--- config.mk ---
export PLATFORM = sky130hd
export DESIGN_NAME = rgb_mixer_pwm_ctrl
export DESIGN_NICKNAME = d
export VERILOG_FILES = /design/src/rtl/rgb_mixer_pkg.sv /design/src/rtl/rgb_mixer_pwm_ctrl_quad_decoder.sv /design/src/rtl/rgb_mixer_pwm_ctrl.sv
export SDC_FILE = /design/constraint.sdc
export NUM_CORES = 1
export LEC_CHECK = 0
export CORE_MARGIN = 3
export CORE_UTILIZATION = 50
export DETAILED_ROUTE_END_ITERATION = 8
export PLACE_DENSITY = 0.74
export SYNTH_ARGS = -nofsm -noshare
export SYNTH_HDL_FRONTEND = slang
export SYNTH_HIERARCHICAL = 1
export SYNTH_SLANG_ARGS = --single-unit
--- constraint.sdc ---
create_clock -name clk -period 6.1 [get_ports clk]
set_input_delay 0.915 -clock clk [delete_from_list [all_inputs] [get_ports clk]]
set_output_delay 0.915 -clock clk [all_outputs]
set_load 0.01 [all_outputs]
--- src/rtl/rgb_mixer_pkg.sv ---
// Shared types and helpers for the RGB mixer: quadrature decode and duty stepping.
package rgb_mixer_pkg;

  localparam int unsigned MAX_W = 16;
  localparam int unsigned SUM_W = MAX_W + 1;

  // Clockwise Gray sequence on {A,B}: A leads B
  localparam logic [1:0] CW_S0 = 2'b00;
  localparam logic [1:0] CW_S1 = 2'b10;
  localparam logic [1:0] CW_S2 = 2'b11;
  localparam logic [1:0] CW_S3 = 2'b01;

  typedef enum logic [1:0] {
    DIR_NONE,
    DIR_CW,
    DIR_CCW
  } quad_dir_t;

  typedef struct packed {
    quad_dir_t dir;
    logic      illegal;
  } quad_res_t;

  function automatic logic [1:0] cw_next(input logic [1:0] s);
    case (s)
      CW_S0:   return CW_S1;
      CW_S1:   return CW_S2;
      CW_S2:   return CW_S3;
      default: return CW_S0;
    endcase
  endfunction

  function automatic quad_res_t quad_decode(input logic [1:0] prev, input logic [1:0] cur);
    quad_res_t r;
    r.dir     = DIR_NONE;
    r.illegal = 1'b0;
    if (cur != prev) begin
      if (cur == cw_next(prev))      r.dir = DIR_CW;
      else if (prev == cw_next(cur)) r.dir = DIR_CCW;
      else                           r.illegal = 1'b1;
    end
    return r;
  endfunction

  // Step a width-bit value up/down; borrow/carry land in the extra top bit
  function automatic logic [MAX_W-1:0] sat_step(input logic [MAX_W-1:0] value,
                                                input logic [MAX_W-1:0] step,
                                                input logic up,
                                                input logic saturate,
                                                input int unsigned width);
    logic [SUM_W-1:0] sum;
    logic [SUM_W-1:0] maxv;
    logic [SUM_W-1:0] res;
    maxv = SUM_W'((32'd1 << width) - 32'd1);
    if (up) sum = {1'b0, value} + {1'b0, step};
    else    sum = {1'b0, value} - {1'b0, step};
    if (saturate) begin
      if (up) res = (sum > maxv) ? maxv : sum;
      else    res = sum[SUM_W-1] ? '0 : sum;
    end else begin
      res = sum & maxv;
    end
    return res[MAX_W-1:0];
  endfunction

endpackage

--- src/rtl/rgb_mixer_pwm_ctrl_quad_decoder.sv ---
// Encoder front end: synchroniser, glitch filter, Gray decode and detent accumulator.
module quad_decoder
  import rgb_mixer_pkg::*;
#(
  parameter int unsigned DETENT   = 4,
  parameter int unsigned FILT_CYC = 2
) (
  input  logic clk,
  input  logic rst,
  input  logic a_i,
  input  logic b_i,
  output logic inc_o,
  output logic dec_o,
  output logic err_o
);

  localparam logic signed [4:0] ACC_MAX = 5'(DETENT);

  logic [1:0]      sync1_q, sync2_q;
  logic [1:0]      filt_q, filt_d;
  logic [1:0]      prev_q;
  logic [1:0][3:0] fcnt_q, fcnt_d;
  logic signed [4:0] acc_q, acc_d;
  logic            inc_q, inc_d, dec_q, dec_d, err_q, err_d;
  quad_res_t       res;

  always_comb begin
    filt_d = filt_q;
    fcnt_d = '0;
    for (int i = 0; i < 2; i++) begin
      if (sync2_q[i] != filt_q[i]) begin
        if (fcnt_q[i] == 4'(FILT_CYC - 1)) filt_d[i] = sync2_q[i];
        else                               fcnt_d[i] = fcnt_q[i] + 4'd1;
      end
    end

    res   = quad_decode(prev_q, filt_q);
    acc_d = acc_q;
    inc_d = 1'b0;
    dec_d = 1'b0;
    err_d = res.illegal;
    // A reversal restarts the count at +/-1 rather than unwinding
    case (res.dir)
      DIR_CW: begin
        acc_d = (acc_q < 0) ? 5'sd1 : acc_q + 5'sd1;
        if (acc_d == ACC_MAX) begin
          inc_d = 1'b1;
          acc_d = '0;
        end
      end
      DIR_CCW: begin
        acc_d = (acc_q > 0) ? -5'sd1 : acc_q - 5'sd1;
        if (acc_d == -ACC_MAX) begin
          dec_d = 1'b1;
          acc_d = '0;
        end
      end
      default: acc_d = acc_q;
    endcase
  end

  always_ff @(posedge clk) begin
    if (!rst) begin
      sync1_q <= '0;
      sync2_q <= '0;
      filt_q  <= '0;
      fcnt_q  <= '0;
      prev_q  <= '0;
      acc_q   <= '0;
      inc_q   <= 1'b0;
      dec_q   <= 1'b0;
      err_q   <= 1'b0;
    end else begin
      sync1_q <= {a_i, b_i};
      sync2_q <= sync1_q;
      filt_q  <= filt_d;
      fcnt_q  <= fcnt_d;
      prev_q  <= filt_q;
      acc_q   <= acc_d;
      inc_q   <= inc_d;
      dec_q   <= dec_d;
      err_q   <= err_d;
    end
  end

  assign inc_o = inc_q;
  assign dec_o = dec_q;
  assign err_o = err_q;

endmodule

--- src/rtl/rgb_mixer_pwm_ctrl.sv ---
// RGB mixer top: button filter, channel select, per-channel duty/shadow and PWM.
module rgb_mixer_pwm_ctrl
  import rgb_mixer_pkg::*;
#(
  parameter int unsigned N_CH     = 3,
  parameter int unsigned PWM_W    = 8,
  parameter int unsigned STEP     = 1,
  parameter int unsigned DETENT   = 4,
  parameter int unsigned FILT_CYC = 2,
  parameter int unsigned SATURATE = 1
) (
  input  logic                    clk,
  input  logic                    rst,
  input  logic                    encoder_A,
  input  logic                    encoder_B,
  input  logic                    sel_btn,
  output logic [N_CH-1:0]         pwm_out,
  output logic [$clog2(N_CH)-1:0] active_ch,
  output logic                    quad_err
);

  localparam int unsigned CH_W     = $clog2(N_CH);
  localparam int unsigned CNT_LAST = (1 << PWM_W) - 2;

  logic inc, dec;

  quad_decoder #(
    .DETENT  (DETENT),
    .FILT_CYC(FILT_CYC)
  ) u_quad (
    .clk  (clk),
    .rst  (rst),
    .a_i  (encoder_A),
    .b_i  (encoder_B),
    .inc_o(inc),
    .dec_o(dec),
    .err_o(quad_err)
  );

  logic                         btn_s1_q, btn_s2_q, btn_q, btn_d, btn_prev_q;
  logic [3:0]                   bcnt_q, bcnt_d;
  logic [CH_W-1:0]              ch_q, ch_d;
  logic [N_CH-1:0][PWM_W-1:0]   duty_q, duty_d, shadow_q, shadow_d;
  logic [PWM_W-1:0]             cnt_q, cnt_d;
  logic [N_CH-1:0]              pwm_q, pwm_d;

  always_comb begin
    btn_d  = btn_q;
    bcnt_d = '0;
    if (btn_s2_q != btn_q) begin
      if (bcnt_q == 4'(FILT_CYC - 1)) btn_d  = btn_s2_q;
      else                            bcnt_d = bcnt_q + 4'd1;
    end

    // Events use the pre-advance channel when a press lands in the same cycle
    ch_d = ch_q;
    if (btn_q && !btn_prev_q) ch_d = (ch_q == CH_W'(N_CH - 1)) ? '0 : ch_q + CH_W'(1);

    duty_d = duty_q;
    if (inc || dec)
      duty_d[ch_q] = PWM_W'(sat_step(MAX_W'(duty_q[ch_q]), MAX_W'(STEP), inc,
                                     1'(SATURATE), PWM_W));

    cnt_d    = (cnt_q == PWM_W'(CNT_LAST)) ? '0 : cnt_q + PWM_W'(1);
    shadow_d = (cnt_q == '0) ? duty_q : shadow_q;
    for (int i = 0; i < int'(N_CH); i++) pwm_d[i] = (cnt_q < shadow_q[i]);
  end

  always_ff @(posedge clk) begin
    if (!rst) begin
      btn_s1_q   <= 1'b0;
      btn_s2_q   <= 1'b0;
      btn_q      <= 1'b0;
      btn_prev_q <= 1'b0;
      bcnt_q     <= '0;
      ch_q       <= '0;
      duty_q     <= '0;
      shadow_q   <= '0;
      cnt_q      <= '0;
      pwm_q      <= '0;
    end else begin
      btn_s1_q   <= sel_btn;
      btn_s2_q   <= btn_s1_q;
      btn_q      <= btn_d;
      btn_prev_q <= btn_q;
      bcnt_q     <= bcnt_d;
      ch_q       <= ch_d;
      duty_q     <= duty_d;
      shadow_q   <= shadow_d;
      cnt_q      <= cnt_d;
      pwm_q      <= pwm_d;
    end
  end

  assign pwm_out   = pwm_q;
  assign active_ch = ch_q;

endmodule

## Word level (Yosys, flattened, before mapping)

Index checks and enable logic that the tools add are counted.

- Mux-type cells: 29
- Equal/unequal tests: 19
- Reductions and logical operators: 18
- Magnitude comparators: 8
- $add $sub $neg: 9
- Bitwise logic cells: 5

Operators by type and width:

| kind | count |
|---|---|
| $mux 8 | 6 |
| $mux 17 | 2 |
| $bwmux 24 | 1 |
| $lt 8x8->1 | 3 |
| $mux 5 | 4 |
| $gt 17x8->1 const B | 1 |
| $bmux 8 s2 | 1 |
| $demux 8 s2 | 1 |
| $add 4x1->4 const B | 3 |
| $eq 2x2->1 const B | 6 |
| $eq 4x1->1 const B | 3 |
| $mux 2 | 6 |
| $pmux 2 s3 | 2 |
| $reduce_or 3->1 | 4 |
| $pmux 5 s2 | 1 |
| $reduce_and 2->1 | 5 |
| $add 8x1->9 const B | 1 |
| $sub 8x1->9 const B | 1 |
| $add 8x1->8 const B | 1 |
| $eq 8x8->1 const B | 1 |
| $logic_not 8->1 | 1 |
| $add 5x2->5 const B | 1 |
| $eq 5x3->1 const B | 1 |
| $eq 5x4->1 const B | 1 |
| 19 further kinds | 31 |

- Flip-flop bits (word level): 93
- Word-level logic and storage cells: 113
- Input port bits: 5
- Output and inout bits: 6

## Longest topological paths before layout

Gate-level depths: netlist (run 1).

- Depth in word-level cells: 12
- Gate-level depth with buffers: 11
- Gate-level depth less buffers: 9

## Hierarchy

The synthesis (run 1) kept the hierarchy.

By module, submodules not included:

| module | cells each | sequential area each (µm²) | area each (µm²) | instances |
|---|---|---|---|---|
| rgb_mixer_pwm_ctrl | 395 | 1381.3 | 3555.9 | 1 |
| quad_decoder | 141 | 480.5 | 1224.9 | 1 |

## Least setup slack after synthesis (run 1)

OpenSTA, ideal clock, no wires.

- Path kind: reg2reg
- Start: register ch_q[0], in the netlist active_ch[0]
- End: register duty_q[23] in the netlist's numbering
- Arrival time: 2031 ps
- Clock period less this slack: 2164 ps
- Path buffers: 2
- Path slack: 3936 ps
- Cell stages (with the launch flop): 10
- Library setup time: 133 ps
- Required time: 5967 ps
- Cells stage by stage: dfxtp_1 > buf_6 > buf_6 > mux2i_4 > o22ai_4 > or3_4 > o32ai_2 > o21ai_1 > o2bb2a_2 > a21oi_1

- Longest elaborated chain between the ends: 10
- Elaborated cells on any way between the ends: 17
- Those cells by class: add/sub (2); order compare (3); mux (11); reduce/logical (1)

RTL lines:

| item | line | text |
|---|---|---|
| start: declaration | rgb_mixer_pwm_ctrl.sv:42 | `logic [CH_W-1:0] ch_q, ch_d;` |
| start signal: assignment | rgb_mixer_pwm_ctrl.sv:87 | `ch_q <= ch_d;` |
| $bmux 8 s2 | rgb_mixer_pwm_ctrl.sv:61 | `duty_d[ch_q] = PWM_W'(sat_step(MAX_W'(duty_q[ch_q]), MAX_W'(STEP), inc,` |
| $mux 8 (not written as such) | rgb_mixer_pwm_ctrl.sv:61 |  |
| $sub 8x1->9 / $add 8x1->9 (equally long branches) | rgb_mixer_pkg.sv:56, rgb_mixer_pkg.sv:55 |  |
| $mux 17 | rgb_mixer_pkg.sv:55 | `if (up) sum = {1'b0, value} + {1'b0, step};` |
| $mux 17 | rgb_mixer_pwm_ctrl.sv:60 | `if (inc \|\| dec)` |
| $gt 17x8->1 | rgb_mixer_pkg.sv:58 | `if (up) res = (sum > maxv) ? maxv : sum;` |
| $mux 8 (2 in series) | rgb_mixer_pkg.sv:58 |  |
| $mux 8 | rgb_mixer_pwm_ctrl.sv:60 |  |
| $bwmux 24 (*) | rgb_mixer_pwm_ctrl.sv:61 |  |
| end signal: assignment | rgb_mixer_pwm_ctrl.sv:88 | `duty_q <= duty_d;` |
| end: declaration | rgb_mixer_pwm_ctrl.sv:43 | `logic [N_CH-1:0][PWM_W-1:0] duty_q, duty_d, shadow_q, shadow_d;` |

Every way passes the cells marked *; elsewhere a longest branch is shown, timed or not. The select of a mux whose other input is x is not followed.
A chain may end at the register's enable or synchronous reset.

## Final worst setup path (run 1)

- Start: register ch_q[0], in the netlist active_ch[0]
- End: register duty_q[13] in the netlist's numbering

Same word-level chain as after synthesis.

==> reports/metrics.csv, run 1 <==
stage,metric,value,unit
final_layout,nets@finish,581,
clock_network,clock sink total,93,
timing,RSZ-0062 raised after global routing,no,
clock_network,Post-CTS Repair Setup Buffers,0,
timing,hold_ws,0.4410,ns
clock_network,total CTS buffers,9,
detailed_routing,total number of vias,3577,
power_and_ir_drop,Gate power share,0.070,
detailed_routing,DRT Wirelength,8890,um
timing,setup violators final,0,
power_and_ir_drop,Sw Share,0.2380,
detailed_routing,DRC,0,
power_and_ir_drop,clock group share of total power,0.374,
worst_setup_path,worst stage delay on the critical path,1.03,ns
final_layout,fin area,5146,um^2
final_layout,"most common cell after layout, fill and taps aside",dfxtp_1,
timing,Slew @ Worst Pin,1.170,ns
clock_network,CTS tree,done,
placed_design,number of port buffers,10,
power_and_ir_drop,sequential share of power,0.556,
timing,Peak Freq,330.9,MHz
synthesis,Async SR Flop Fraction,0,
synthesis,Synth Register Bits,93,
placed_design,GPL Wtd Cong,0.8666,
placed_design,placed instance area,4942,um^2
global_route,initial antenna violation count,0,
final_layout,area delta synth->final,7.642,%
die,Die ar.,10770,um^2
worst_setup_path,crit-path cells,mux2i_1 > o22ai_1 > nor4_2 > nor4b_4 > nor2_1 > a21oi_1 > a31oi_1,
placed_design,Detailed Place HPWL,6365,um
global_route,grt ovf,0,
worst_setup_path,CP endpoint kind,register,
final_layout,Antenna diodes,0,
timing,Fin. Hold Viols,0,
detailed_routing,Iteration-0 DRC Markers,196,
synthesis,number of flops mapped to enable cells by yosys,0,
die,Rows,35,
worst_setup_path,CP arrival,3.21,ns
flow_run,max-cap violations,0,
clock_network,Clock Latency Late Sink,0.35,ns
die,io pins,11,
timing,setup TNS,0,ns
synthesis,syn avg cell area,8.919,um^2
placed_design,pre-CTS setup slack,3.132,ns
worst_setup_path,R2R setup slack,3.08,ns
outcome,status,finished clean,
worst_setup_path,CP required,6.28,ns
synthesis,Synth cell types,62,
clock_network,clk slew on worst S/H paths,0.09,ns
timing,crit share post-route,0.4955,
global_route,first-pass GRT wire length,15770,um
final_layout,Fillers,864,
die,die height,103.8,um
final_layout,most frequent cells in the layout,"dfxtp_1, nor2_1, inv_1",
power_and_ir_drop,power consumption,1.124,mW
die,Die X,103.8,um
timing,Slew headroom,0.2184,
clock_network,CTS root buf,clkbuf_8,
power_and_ir_drop,switching power,267.6,uW
final_layout,multi-input logic area,2620,um^2
synthesis,Synth Cell Area,4781,um^2
synthesis,share of the synthesized area in the top cell type,0.3894,
synthesis,syn nets,578,
worst_setup_path,critical path class,reg2reg,
die,Starting Density,0.5150,
synthesis,Main synth FF type,dfxtp_1,
hold_path,type of the tightest min-delay check,reg2reg,
timing,Period minus WS final,3.023,ns
detailed_routing,post-route ant nets,0,
timing,setup ws final,3.077,ns
clock_network,CTS Hold Buffers Added,0,
global_route,Total GRT Usage,0.1727,
synthesis,Yosys warning count,6,
detailed_routing,DR WL/cell,13.21,um
final_layout,sequential cell area,1862,um^2
synthesis,Syn Inst Count,536,
global_route,pin count of the biggest net entering global routing,45,
clock_network,H-tree levels,3,
timing,Max Slew Vio Count,0,
power_and_ir_drop,Lkg Pwr,1.994,nW
detailed_routing,Vias/cell,5.315,
power_and_ir_drop,worst vdd rail ir drop,0.1215,mV
power_and_ir_drop,internal cell power,856.7,uW
worst_setup_path,"slowest stage cell, crit path",dfxtp_1,
clock_network,Post-CTS Resized,0,
global_route,vias in the first global route,3453,
worst_setup_path,"critical path fanouts, max",23,
synthesis,post-synth top area cell,dfxtp_1,
die,core area,9284,um^2
power_and_ir_drop,Pwr per Cell Area,218.5,nW/um^2
clock_network,clk buf depth,2,
synthesis,top post-synthesis cells by area,"dfxtp_1, ha_1, mux2i_1, nor2_1, inv_1",
synthesis,register area share after synthesis,0.3894,
detailed_routing,router iterations before antenna repair,6,
final_layout,layout cells sized above 1,0.06985,
worst_setup_path,startpoint types,register,
timing,clk_skew,0.01246,ns
## Yosys cell counts, drive strengths merged (2+ instances only)
library cell,instances
o21ai,31
a21oi,25
mux2i,36
nor2b,3
xor2,14
a21o,9
nor3,5
a21boi,2
o22ai,9
buf,9
a31oi,4
nand2,30
nand2b,6
nor4,5
nor2,72
nand4,5
xnor2,12
clkbuf,14
and3,4
o311ai,3
and2,9
or3,2
o21a,4
nor3b,2
a211oi,6
dfxtp,93
ha,37
inv,43
nand3,21
or4,3
## area by class of cell
class                      count  share of cell area
multi-input combinational    377              0.5091
sequential                    93              0.3618
inverter                      43             0.03136
tap                          129             0.03136
clock buffer                  10             0.02674
timing repair buffer          15             0.02674
clock inverter                 6             0.01289
## state kept, by name (all words and copies together), names as in the netlist, 2 cells and up
register        flops
shadow_q           24
duty_q             24
cnt_q               8
u_quad/prev_q       2
active_ch           2
u_quad/sync1_q      2
bcnt_q              4
u_quad/fcnt_q       8
u_quad/filt_q       2
pwm_out             3
u_quad/sync2_q      2
u_quad/acc_q        5
## routing by layer
metal,up-vias,global-route usage,share of wire,wire (um)
met1,1664,0.2170,0.46,4129
met5,-,0,0,0
met2,52,0.3019,0.49,4373
met4,0,0.04368,0.012,104
met3,10,0.03738,0.032,281
li1,1851,-,-,-
## power groups by stage
stage	clock (mW)	combinational, mW	sequential [mW]
finish	0.420	0.0792	0.625
CTS	0.434	0.0800	0.625
detailed placement	0	0.0795	0.639
global route	0.456	0.0885	0.627
floorplan	0	0.0651	0.635
global placement	0	0.0780	0.639
## per-stage QoR
step / utilization / std cells
floorplan: - / 536
global placement: 0.5323 / 657
detailed placement: 0.5323 / 657
CTS: 0.5543 / 673
global route: 0.5543 / 673
finish: 0.5543 / 673
## kinds of logic after synthesis
group,Yosys count,synth area share
simple gates,172,0.1743
compound gates,105,0.1473
flops,93,0.3894
buf+inv,66,0.06255
mux,37,0.08035
fa+ha+maj,37,0.09683
xor+xnor,26,0.04920
## path summary, 6_finish.rpt
check | from | cells after the start | to
hold / removal | btn_s1_q$_SDFF_PN0_ | 1 | btn_s2_q$_SDFF_PN0_
setup reg to reg | active_ch[0]$_SDFFE_PN0P_ | 7 | duty_q[13]$_SDFFE_PN0P_
setup / recovery | active_ch[0]$_SDFFE_PN0P_ | 7 | duty_q[13]$_SDFFE_PN0P_
hold reg to reg | btn_s1_q$_SDFF_PN0_ | 1 | btn_s2_q$_SDFF_PN0_
## critical path, delay by kind of cell, from the launching register on
| family | cells | cell delay, ns |
|---|---|---|
| multiplexers | 1 | 0.32 |
| flip-flops | 1 | 1.03 |
| AO/OA/AOI/OAI | 3 | 0.52 |
| AND/OR/NAND/NOR | 3 | 0.99 |
No activity file was read; power rests on OpenSTA's default activity.
==> inputs of run 2 (changes only) <==
clock period = 2.81 ns   (was 6.1 ns; I/O delays follow)
==> run 2 against run 1 <==
Sequential power up 120%. Critical path depth up 3. Count of clock-buffer cells in the layout unchanged. Sequential share of layout area down 0.49 points. First-iteration DRC count down 15%. Clock power up 140%.
==> reports/metrics.csv, run 2 (same netlist as run 1, synthesis figures left out) <==
stage,metric,value,unit,change
global_route,first-pass GRT wire length,15990,um,+1.4%
clock_network,Post-CTS Resized,0,,unchanged
worst_setup_path,CP arrival,2.73,ns,-0.48 ns
final_layout,nets@finish,587,,+1.0%
detailed_routing,Vias/cell,5.362,,+0.89%
detailed_routing,Iteration-0 DRC Markers,166,,-15%
worst_setup_path,worst setup path start,active_ch[0]$_SDFFE_PN0P_,,
timing,Peak Freq,400.4,MHz,+21%
global_route,initial antenna violation count,0,,unchanged
detailed_routing,total number of vias,3641,,+1.8%
worst_setup_path,critical path class,reg2reg,,
detailed_routing,DRT Wirelength,9259,um,+4.2%
power_and_ir_drop,sequential share of power,0.532,,-0.024
power_and_ir_drop,Lkg Pwr,2.036,nW,+2.1%
timing,Fin. Hold Viols,0,,unchanged
clock_network,H-tree levels,3,,unchanged
die,Die ar.,10770,um^2,unchanged
final_layout,area delta synth->final,9.108,%,
timing,RSZ-0062 raised after global routing,no,,
clock_network,Post-CTS Repair Setup Buffers,0,,unchanged
detailed_routing,router iterations before antenna repair,4,,-2
timing,setup TNS,0,ns,unchanged
clock_network,clk slew on worst S/H paths,0.09,ns,about the same
hold_path,type of the tightest min-delay check,reg2reg,,
final_layout,most frequent cells in the layout,"dfxtp_1, nor2_1, inv_1",,
final_layout,Fillers,833,,-3.6%
power_and_ir_drop,power consumption,2.549,mW,+130%
die,Rows,35,,unchanged
power_and_ir_drop,worst vdd rail ir drop,0.2405,mV,+98%
final_layout,Antenna diodes,0,,unchanged
die,core area,9284,um^2,unchanged
placed_design,GPL Wtd Cong,0.8586,,-0.92%
worst_setup_path,crit-path cells,buf_4 > mux2i_1 > o22ai_1 > inv_1 > ha_1 > nand2b_1 > nor4b_4 > nor2_1 > a21oi_1 > a31oi_1,,
worst_setup_path,worst stage delay on the critical path,0.49,ns,-0.54 ns
placed_design,Detailed Place HPWL,6732,um,+5.8%
power_and_ir_drop,clock group share of total power,0.398,,+0.024
clock_network,CTS Hold Buffers Added,0,,unchanged
timing,Slew headroom,0.5482,,+0.3298
detailed_routing,DR WL/cell,13.64,um,+3.2%
power_and_ir_drop,switching power,596.9,uW,+120%
worst_setup_path,startpoint types,register,,
placed_design,number of port buffers,10,,unchanged
worst_setup_path,"delay-heaviest family, CP",simple AND/OR/NAND/NOR gates,,
worst_setup_path,CP required,3.04,ns,-3.24 ns
clock_network,clock sink total,93,,unchanged
die,die height,103.8,um,unchanged
worst_setup_path,reg2reg path depth,10,,+3
global_route,vias in the first global route,3573,,+3.5%
worst_setup_path,sum of buffers and inverters on the critical path,2,,+2
worst_setup_path,Setup crit end,duty_q[13]$_SDFFE_PN0P_,,
global_route,pin count of the biggest net entering global routing,34,,-24%
final_layout,Top Registers,"duty_q: 24 flops, shadow_q: 24 flops",,
timing,clk_skew,0.009916,ns,-0.002546 ns
worst_setup_path,R2R setup slack,0.31,ns,-2.76 ns
clock_network,total CTS buffers,9,,unchanged
timing,Max Slew Vio Count,0,,unchanged
die,Starting Density,0.5150,,unchanged
timing,Period minus WS final,2.497,ns,-0.5250 ns
worst_setup_path,critical path depth in cells,10,,+3
clock_network,CTS root buf,clkbuf_8,,
worst_setup_path,CP endpoint kind,register,,
clock_network,CTS tree,done,,
global_route,Total GRT Usage,0.1763,,+0.003566
worst_setup_path,FF-to-FF Start,active_ch[0]$_SDFFE_PN0P_,,
detailed_routing,post-route ant nets,0,,unchanged
flow_run,max-cap violations,0,,unchanged
detailed_routing,DRC,0,,unchanged
power_and_ir_drop,internal cell power,1.952,mW,+130%
timing,Slew @ Worst Pin,0.6777,ns,-0.4923 ns
worst_setup_path,"critical path fanouts, max",7,,-70%
timing,crit share post-route,0.8888,,+0.3933
clock_network,Clock Latency Late Sink,0.36,ns,about the same
worst_setup_path,worst reg2reg path endpoint,duty_q[13]$_SDFFE_PN0P_,,
worst_setup_path,"slowest stage cell, crit path",dfxtp_1,,
die,io pins,11,,unchanged
clock_network,clk buf depth,2,,unchanged
global_route,grt ovf,0,,unchanged
outcome,status,finished clean,,
final_layout,"most common cell after layout, fill and taps aside",dfxtp_1,,
timing,setup violators final,0,,unchanged
power_and_ir_drop,Pwr per Cell Area,488.6,nW/um^2,+120%
die,Die X,103.8,um,unchanged
final_layout,layout cells sized above 1,0.08000,,+0.01015
power_and_ir_drop,Sw Share,0.2342,,-0.003790
power_and_ir_drop,Gate power share,0.070,,about the same
==> run 2: cell type report <==
| cell class | instances | area (um^2) | share of cell area |
|---|---|---|---|
| flip-flops and latches | 93 | 1862 | 0.3569 |
| multi-input cells | 377 | 2620 | 0.5023 |
| clock buffers | 10 | 137.6 | 0.02639 |
| well taps | 129 | 161.4 | 0.03094 |
| repair buffers | 21 | 182.7 | 0.03502 |
| clock inverters | 6 | 91.34 | 0.01751 |
| inverters | 43 | 161.4 | 0.03094 |
==> run 2: how the worst min path moves through the flow <==
stage	endpoint	depth (start not counted)	startpoint	slack (ns)
final	btn_s2_q$_SDFF_PN0_	1	btn_s1_q$_SDFF_PN0_	0.45
after global routing	btn_s2_q$_SDFF_PN0_	1	btn_s1_q$_SDFF_PN0_	0.46
after CTS	btn_s2_q$_SDFF_PN0_	1	btn_s1_q$_SDFF_PN0_	0.45
after detailed placement	u_quad/sync2_q[1]$_SDFF_PN0_	1	u_quad/sync1_q[1]$_SDFF_PN0_	0.42
after global placement	u_quad/sync2_q[1]$_SDFF_PN0_	1	u_quad/sync1_q[1]$_SDFF_PN0_	0.42
after floorplan	btn_s2_q$_SDFF_PN0_	1	btn_s1_q$_SDFF_PN0_	0.41
==> run 2: metal layers <==
layer / part of all wire / global-route usage / wire (um)
met5: 0 / 0 / 0
met1: 0.45 / 0.2095 / 4211
met3: 0.030 / 0.03988 / 277
met2: 0.51 / 0.3206 / 4688
met4: 0.0087 / 0.04558 / 81
==> run 2: power groups by stage <==
stage                     clock network [mW]  logic (mW)  registers (mW)
after floorplan                            0       0.141            1.38
after global placement                     0       0.173            1.39
after detailed placement                   0       0.179            1.39
after CTS                               1.04       0.180            1.36
after global routing                    1.09       0.199            1.36
final                                   1.01       0.178            1.36
==> run 2: through the flow <==
| step | hold WS (ns) | cells | instance area [um^2] | setup WS, ns | util |
|---|---|---|---|---|---|
| 5_1_grt | 0.4560 | 679 | 5216 | 0.1294 | 0.5619 |
| 6_report | 0.4450 | 679 | 5216 | 0.3125 | 0.5619 |
| 3_3_place_gp | 0.4154 | 663 | 4987 | 0.4841 | 0.5372 |
| 2_1_floorplan | 0.4119 | 536 | 4781 | 0.6457 | - |
| 3_5_place_dp | 0.4243 | 663 | 4987 | 0.3388 | 0.5372 |
| 4_1_cts | 0.4488 | 679 | 5216 | 0.3258 | 0.5619 |
